<file path="config.mk">
export PLATFORM = sky130hd
export DESIGN_NAME = aes_core_arbiter
export DESIGN_NICKNAME = d
export VERILOG_FILES = /design/src/rtl/aes_core_arbiter.sv
export SDC_FILE = /design/constraint.sdc
export NUM_CORES = 1
export LEC_CHECK = 0
export ABC_AREA = 1
export BUFFER_PORTS_ARGS = -buffer_cell sky130_fd_sc_hd__buf_2
export CORE_AREA = 2 2 407 409
export DETAILED_ROUTE_END_ITERATION = 7
export DIE_AREA = 0 0 409 411
export GPL_ROUTABILITY_DRIVEN = 0
export SLEW_MARGIN = 15
export SYNTH_ARGS = -nofsm -noshare
export SYNTH_HDL_FRONTEND = slang
export SYNTH_SLANG_ARGS = --single-unit
export TNS_END_PERCENT = 100
</file>
<file path="constraint.sdc">
create_clock -name clk -period 12.2 [get_ports clk]
set_input_delay 0 -clock clk [delete_from_list [all_inputs] [get_ports clk]]
set_output_delay 0 -clock clk [all_outputs]
set_load 0.01 [all_outputs]
</file>
<file path="src/rtl/aes_core_arbiter.sv">
// Round-robin arbiter that multiplexes two requesters onto a single AES cipher core,
// keeping one job in flight and aborting it with an error response on timeout.
module aes_core_arbiter #(
   parameter int TIMEOUT = 31
) (
   input  logic         clk,
   input  logic         rst,
   input  logic         req0_valid,
   output logic         req0_ready,
   input  logic [127:0] req0_key,
   input  logic [127:0] req0_text,
   input  logic         req1_valid,
   output logic         req1_ready,
   input  logic [127:0] req1_key,
   input  logic [127:0] req1_text,
   output logic         core_ld,
   output logic [127:0] core_key,
   output logic [127:0] core_text_in,
   input  logic         core_done,
   input  logic [127:0] core_text_out,
   output logic         rsp_valid,
   input  logic         rsp_ready,
   output logic         rsp_id,
   output logic [127:0] rsp_data,
   output logic         rsp_err
);

   localparam int CW = (TIMEOUT < 1) ? 1 : $clog2(TIMEOUT + 1);

   localparam logic [1:0] S_IDLE = 2'd0;
   localparam logic [1:0] S_LOAD = 2'd1;
   localparam logic [1:0] S_BUSY = 2'd2;
   localparam logic [1:0] S_RESP = 2'd3;

   localparam logic [CW-1:0] TMO    = CW'(TIMEOUT);
   // TIMEOUT is expected to be at least 1; the abort fires in the cycle the count reaches it
   localparam logic [CW-1:0] TMO_M1 = CW'(TIMEOUT - 1);

   logic [1:0]    state_r;
   logic [CW-1:0] cnt_r;
   logic          ptr_r;      // requester favoured when both are pending
   logic          grant_s;
   logic          gnt_vld_s;
   logic          tmo_hit_s;

   // Grant selection and ready generation; only IDLE ever accepts a request
   always_comb begin
      grant_s    = 1'b0;
      gnt_vld_s  = 1'b0;
      req0_ready = 1'b0;
      req1_ready = 1'b0;
      if (state_r == S_IDLE) begin
         if (req0_valid && req1_valid) begin
            gnt_vld_s = 1'b1;
            grant_s   = ptr_r;
         end else if (req0_valid) begin
            gnt_vld_s = 1'b1;
            grant_s   = 1'b0;
         end else if (req1_valid) begin
            gnt_vld_s = 1'b1;
            grant_s   = 1'b1;
         end else begin
            gnt_vld_s = 1'b0;
            grant_s   = 1'b0;
         end
         req0_ready = gnt_vld_s & ~grant_s;
         req1_ready = gnt_vld_s & grant_s;
      end else begin
         req0_ready = 1'b0;
         req1_ready = 1'b0;
      end
   end

   // Timeout detection: the increment performed this cycle would reach TIMEOUT
   always_comb begin
      tmo_hit_s = 1'b0;
      if (cnt_r >= TMO_M1) begin
         tmo_hit_s = 1'b1;
      end else begin
         tmo_hit_s = 1'b0;
      end
   end

   // Job sequencing FSM with registered core and response outputs
   always_ff @(posedge clk or posedge rst) begin
      if (rst) begin
         state_r      <= S_IDLE;
         cnt_r        <= '0;
         ptr_r        <= 1'b0;
         core_ld      <= 1'b0;
         core_key     <= 128'd0;
         core_text_in <= 128'd0;
         rsp_valid    <= 1'b0;
         rsp_id       <= 1'b0;
         rsp_data     <= 128'd0;
         rsp_err      <= 1'b0;
      end else begin
         case (state_r)
            S_IDLE: begin
               if (gnt_vld_s) begin
                  core_key     <= grant_s ? req1_key : req0_key;
                  core_text_in <= grant_s ? req1_text : req0_text;
                  rsp_id       <= grant_s;
                  ptr_r        <= ~grant_s;
                  core_ld      <= 1'b1;
                  state_r      <= S_LOAD;
               end else begin
                  core_ld <= 1'b0;
                  state_r <= S_IDLE;
               end
            end
            S_LOAD: begin
               core_ld <= 1'b0;
               cnt_r   <= '0;
               state_r <= S_BUSY;
            end
            S_BUSY: begin
               if (cnt_r != TMO) begin
                  cnt_r <= cnt_r + CW'(1);
               end else begin
                  cnt_r <= cnt_r;
               end
               // A completion coinciding with the timeout still counts as success
               if (core_done) begin
                  rsp_data  <= core_text_out;
                  rsp_err   <= 1'b0;
                  rsp_valid <= 1'b1;
                  state_r   <= S_RESP;
               end else if (tmo_hit_s) begin
                  rsp_data  <= 128'd0;
                  rsp_err   <= 1'b1;
                  rsp_valid <= 1'b1;
                  state_r   <= S_RESP;
               end else begin
                  state_r <= S_BUSY;
               end
            end
            S_RESP: begin
               if (rsp_ready) begin
                  rsp_valid <= 1'b0;
                  state_r   <= S_IDLE;
               end else begin
                  rsp_valid <= 1'b1;
                  state_r   <= S_RESP;
               end
            end
            default: begin
               core_ld   <= 1'b0;
               rsp_valid <= 1'b0;
               state_r   <= S_IDLE;
            end
         endcase
      end
   end

endmodule

</file>
==> After elaboration in Yosys (flattened, before gate mapping) <==
Cells that the tools add are included.
{ "word_totals": {"ff_bits": 396, "latchBits": 0, "ramBits": 0, "rom_bits": 0, "in_bits": 646, "output_inout_bits": 390, "word_cells": 62, "memories": 0} }
{ "op_classes": {"n_addsub": 1, "mul": 0, "n_div": 0, "order_cmp": 1, "n_eq_ne": 6, "shifts": 0, "mux": 30, "bitwise_logic": 4, "n_reduce_logical": 10} }
{ "op_table": {"columns": ["operator", "count"], "rows": [
  ["128-bit two-way mux", 4],
  ["1-bit two-way mux", 20],
  ["5-bit one-hot mux with 2 select lines", 1],
  ["2-bit one-hot mux with 4 select lines", 1],
  ["2-bit AND reduction", 4],
  ["2-bit nonzero test", 4],
  ["5-bit by 1-bit adder with 5-bit output, second input constant", 1],
  ["5-bit greater-or-equal comparator, second input constant", 1],
  ["5-bit two-way mux", 1],
  ["5-bit != test, second input constant", 1],
  ["2-bit equality test, second input constant", 2],
  ["1-bit one-hot mux with 2 select lines", 2],
  ["3-bit != test, second input constant", 1],
  ["1-bit bitwise AND", 2],
  ["2-bit by 1-bit equality test with 1-bit output, second input constant", 1],
  ["2-bit zero test", 1],
  ["2-bit two-way mux", 1],
  ["2-bit != test, second input constant", 1],
  ["1-bit NOT", 2],
  ["1-bit logical AND", 1]
]} }

==> Depth between registers and ports, before layout <==
{ "logic_depth": {"word_depth": 7, "depth_mapped": 9, "depth_no_buf": 8} }

==> Worst setup path before layout <==
OpenSTA, ideal clock, no wires.
{ "synth_path": {"path_type": "register to register", "from": "register cnt_r[0]", "to": "register rsp_data[0]", "setup_time_ns": 0.065, "t_arrival_ns": 1.304, "required_ns": 12.135, "path_slack_ns": 10.831, "stages_incl_launch_ff": 10, "n_path_buf": 2, "period_less_slack_ns": 1.369, "path_cell_list": "dfrtp_1 > inv_1 > ha_1 > nor2_1 > nor2_1 > nand2_1 > buf_2 > buf_2 > nand3_1 > nand2_1"} }
{ "synth_between": {"elab_chain_cells": 4} }
{ "synth_rtl": {"columns": ["element", "line", "source"], "rows": [
  ["start, declared", "40", "logic [CW-1:0] cnt_r;"],
  ["start signal, assigned", "119", "cnt_r <= cnt_r + CW'(1);"],
  ["start signal, assigned", "121", "cnt_r <= cnt_r;"],
  ["5-bit greater-or-equal comparator", "77", "if (cnt_r >= TMO_M1) begin"],
  ["1-bit two-way mux", "77", null],
  ["2-bit nonzero test (no source line)", null, null],
  ["2-bit AND reduction (no source line)", null, null],
  ["end signal, assigned", "125", "rsp_data <= core_text_out;"],
  ["end, declared", "24", "output logic [127:0] rsp_data,"]
]} }
No other way between the ends.
A chain may end at the register's enable or synchronous reset.

==> Worst setup path after layout <==
{ "layout_path": {"from": "register state_r[1]", "to": "register core_key[26]"} }
{ "layout_between": {"elab_chain_cells": 3, "elab_cells_between_ends": 5, "classes_between": "3 x mux; 2 x reduce/logical"} }
{ "layout_rtl": {"columns": ["element", "line", "source"], "rows": [
  ["start, declared", "39", "logic [1:0] state_r;"],
  ["start signal, assigned", "87", "state_r <= S_IDLE;"],
  ["start signal, assigned", "106", "state_r <= S_LOAD;"],
  ["start signal, assigned", "109", "state_r <= S_IDLE;"],
  ["2-bit zero test *", "52, 98", null],
  ["1-bit two-way mux", "52", "if (state_r == S_IDLE) begin"],
  ["128-bit two-way mux / 2-bit AND reduction (equally long branches)", null, null],
  ["end signal, assigned", "101", "core_key <= grant_s ? req1_key : req0_key;"],
  ["end, declared", "17", "output logic [127:0] core_key,"]
]} }
Every way passes the cells marked *; elsewhere a longest branch is shown, timed or not.

==> impl_metrics.py <==
metrics = {
    "run_status": {
        "status": "finished, violations left",
        "violations": "design-rule violations",
    },
    "placement": {
        "placed_cells_incl_taps": 5187,
        "io_buffers": 1035,
        "placed_cell_area_um2": 24700,
        "dp_hpwl_um": 96000,
    },
    "die": {
        "initial_core_util": 0.106,
        "die_x_um": 409,
        "core_um2": 164000,
        "die-area_um2": 168000,
        "die_h_um": 411,
        "rows": 149,
        "io_pins": 1036,
    },
    "clock_tree": {
        "ctsHoldBuffers": 704,
        "cts_num_sinks": 396,
        "cts_buffers": 51,
        "cts_tree": "yes",
        "htreeDepth": 2,
        "root_buffer": "clkbuf_16",
        "cts_resized": 0,
        "post_cts_buffers": 0,
        "clock_path_buffers": 3,
        "path_clk_slew_ps": 60,
        "clk_latency_ps": 680,
    },
    "sta": {
        "rsz0062_at_grt": "no",
        "finClkSkew_ps": 70.6,
        "tns_ps": 0,
        "finalCriticalPeriod_ps": 4210,
        "finalHoldViolCount": 0,
        "setup_viol": 0,
        "slew_headroom": 0.255,
        "maxSlewViolCount": 0,
        "worstMarginPinSlew_ps": 1120,
        "finalCritPeriodShare": 0.345,
        "fmax_mhz": 237,
    },
    "power_and_ir_drop": {
        "clockPowerShare": 0.198,
        "seqPwrFrac": 0.298,
        "p_leak_uw": 0.0170,
        "power_density_nw_per_um2": 231,
        "switching_power_uw": 3230,
        "swShare": 0.416,
        "internal-power_uw": 4540,
        "peakVddDrop_mv": 0.131,
        "p_comb_frac": 0.503,
    },
    "critical_path": {
        "path_cells": "nor2_4 -> inv_2 -> nor2_4 -> buf_4 -> buf_4 -> nand2_1 -> nand3_1 -> dlygate4sd3_1",
        "cp_num_buf_inv": 4,
        "crit_fanout": 94,
        "crit_slowest_cell": "nor2_4",
        "cp-start-kind": "flop",
        "critical-path-max-stage-delay_ps": 840,
        "critPathKind": "reg2reg",
        "endpoint_kind": "flop",
        "arrival_ps": 4790,
        "cp.required_ps": 12780,
        "cpLargestDelayFamily": "buffers and inverters",
    },
    "hold_path": {
        "hold_path_class": "in2async",
    },
    "layout": {
        "fin_area_um2": 33600,
        "final_common_cell": "buf_2",
        "syn_to_final_growth_pct": 93.7,
        "final_cells": 6049,
        "nets": 4404,
        "drive_above_1_share": 0.303,
        "final_cell_mix": "buf_2, nand2_1, dlygate4sd3_1, nand3_1, dfrtp_1",
    },
    "route": {
        "routed_via_density": 3.87,
        "drt_iter0_drc": 2349,
        "wl_um": 126000,
        "dr_wl_met2_um": 54500,
        "met3WireLength_um": 14600,
        "first_pass_iters": 8,
        "vias": 23400,
        "met1_length_um": 47800,
        "post-route-drc-count": 2,
        "wl_per_cell_um": 20.9,
        "maxUsedRoutingLayer": "met5",
        "postRouteAntennaNets": 0,
    },
    "synthesis": {
        "syn_nets": 2748,
        "ys_warn_count": 0,
        "syn_area_per_cell_um2": 8.26,
        "synth_area_um2": 17300,
        "ys_seq_area_frac": 0.571,
        "ys_seq_elements": 396,
        "syn_inst": 2099,
        "synth_cell_type_count": 20,
    },
    "global_routing": {
        "antenna_found_initial": 83,
        "grt_max_degree": 165,
        "grt_pass1_wl_um": 173000,
        "overflow": 0,
        "track_usage": 0.143,
        "first_global_vias": 23100,
    },
    "job": {
        "max-cap-violations": 0,
    },
}
-- synth_stat cells (all sizes together) --
cell type  instances  area (um2)
a21oi              9        48.8
nand3            615        3080
inv               44         165
nand2            857        3220
ha                 3        37.5
nand4              3        18.8
o21ai              5        25.0
or2                1        6.26
and3               1        6.26
buf              140         722
dfrtp            396        9910
nor2               9        43.8
clkbuf            16        60.1
-- kinds of logic (layout without fill, tap and decap cells) --
logic type | after synthesis | after routing | share of synthesized area
simple gates | 1486 | 1486 | 0.367
other cells | 0 | 62 | 0
buf+inv | 200 | 1899 | 0.0546
compound gates | 14 | 14 | 0.00426
flops | 396 | 396 | 0.571
fa+ha+maj | 3 | 3 | 0.00216
-- final timing paths --
check,start,to,slack [ps],depth (start not counted)
setup / recovery,state_r[1],core_key[26],7990,8
hold / removal,rst,core_text_in[82],70,3
setup reg to reg,state_r[1],core_key[26],7990,8
hold reg to reg,rsp_id,rsp_id,470,2
max in group asynchronous,rst,core_key[97],9370,6
min in group clk,req1_valid,rsp_id,80,3
-- power groups by stage --
stage | Sequential, uW | Combinational (uW) | Clock, uW
5_1_grt | 2380 | 4240 | 1640
4_1_cts | 2300 | 3860 | 1610
3_5_place_dp | 2310 | 2920 | 0
2_1_floorplan | 2560 | 1220 | 0
6_report | 2320 | 3910 | 1540
3_3_place_gp | 2290 | 2890 | 0
-- layout make-up --
| class | instances | area [um2] |
|---|---|---|
| Antenna cell | 62 | 155 |
| Clock buffer | 72 | 1430 |
| Clock inverter | 24 | 254 |
| Fill cell | 18100 | 130000 |
| Inverter | 44 | 175 |
| Multi-Input combinational cell | 1503 | 6520 |
| Sequential cell | 396 | 9910 |
| Tap cell | 2189 | 2740 |
| Timing Repair Buffer | 1759 | 12400 |
-- per-layer routing --
layer | vias to the layer above | track usage
met5 | - | 0
met4 | 36 | 0.0924
met3 | 416 | 0.0632
met2 | 1397 | 0.216
met1 | 11300 | 0.164
li1 | 10200 | -
-- worst register-to-register path, delay by kind of cell (launching register included) --
kind,cells,cell delay [ps]
and+or+nand+nor,4,1630
DFF,1,450
buffers and inverters,4,2050
-- flip-flops by register name, summed over array words and instances (netlist names) --
signal,cells
rsp_valid,1
ptr_r,1
rsp_id,1
state_r,2
cnt_r,5
rsp_err,1
core_key,128
core_ld,1
rsp_data,128
core_text_in,128
-- metrics by stage --
stage / hold slack [ps] / utilization / setup WS [ps] / power (uW)
5_1_grt: 58.3 / 0.205 / 7730 / 8260
3_3_place_gp: 193 / 0.151 / 8580 / 5170
3_5_place_dp: 203 / 0.151 / 8520 / 5230
4_1_cts: 0.819 / 0.204 / 8000 / 7760
6_report: 72.5 / 0.205 / 7990 / 7770
2_1_floorplan: 117 / - / 1190 / 3770
(Power assumes the default switching activity.)
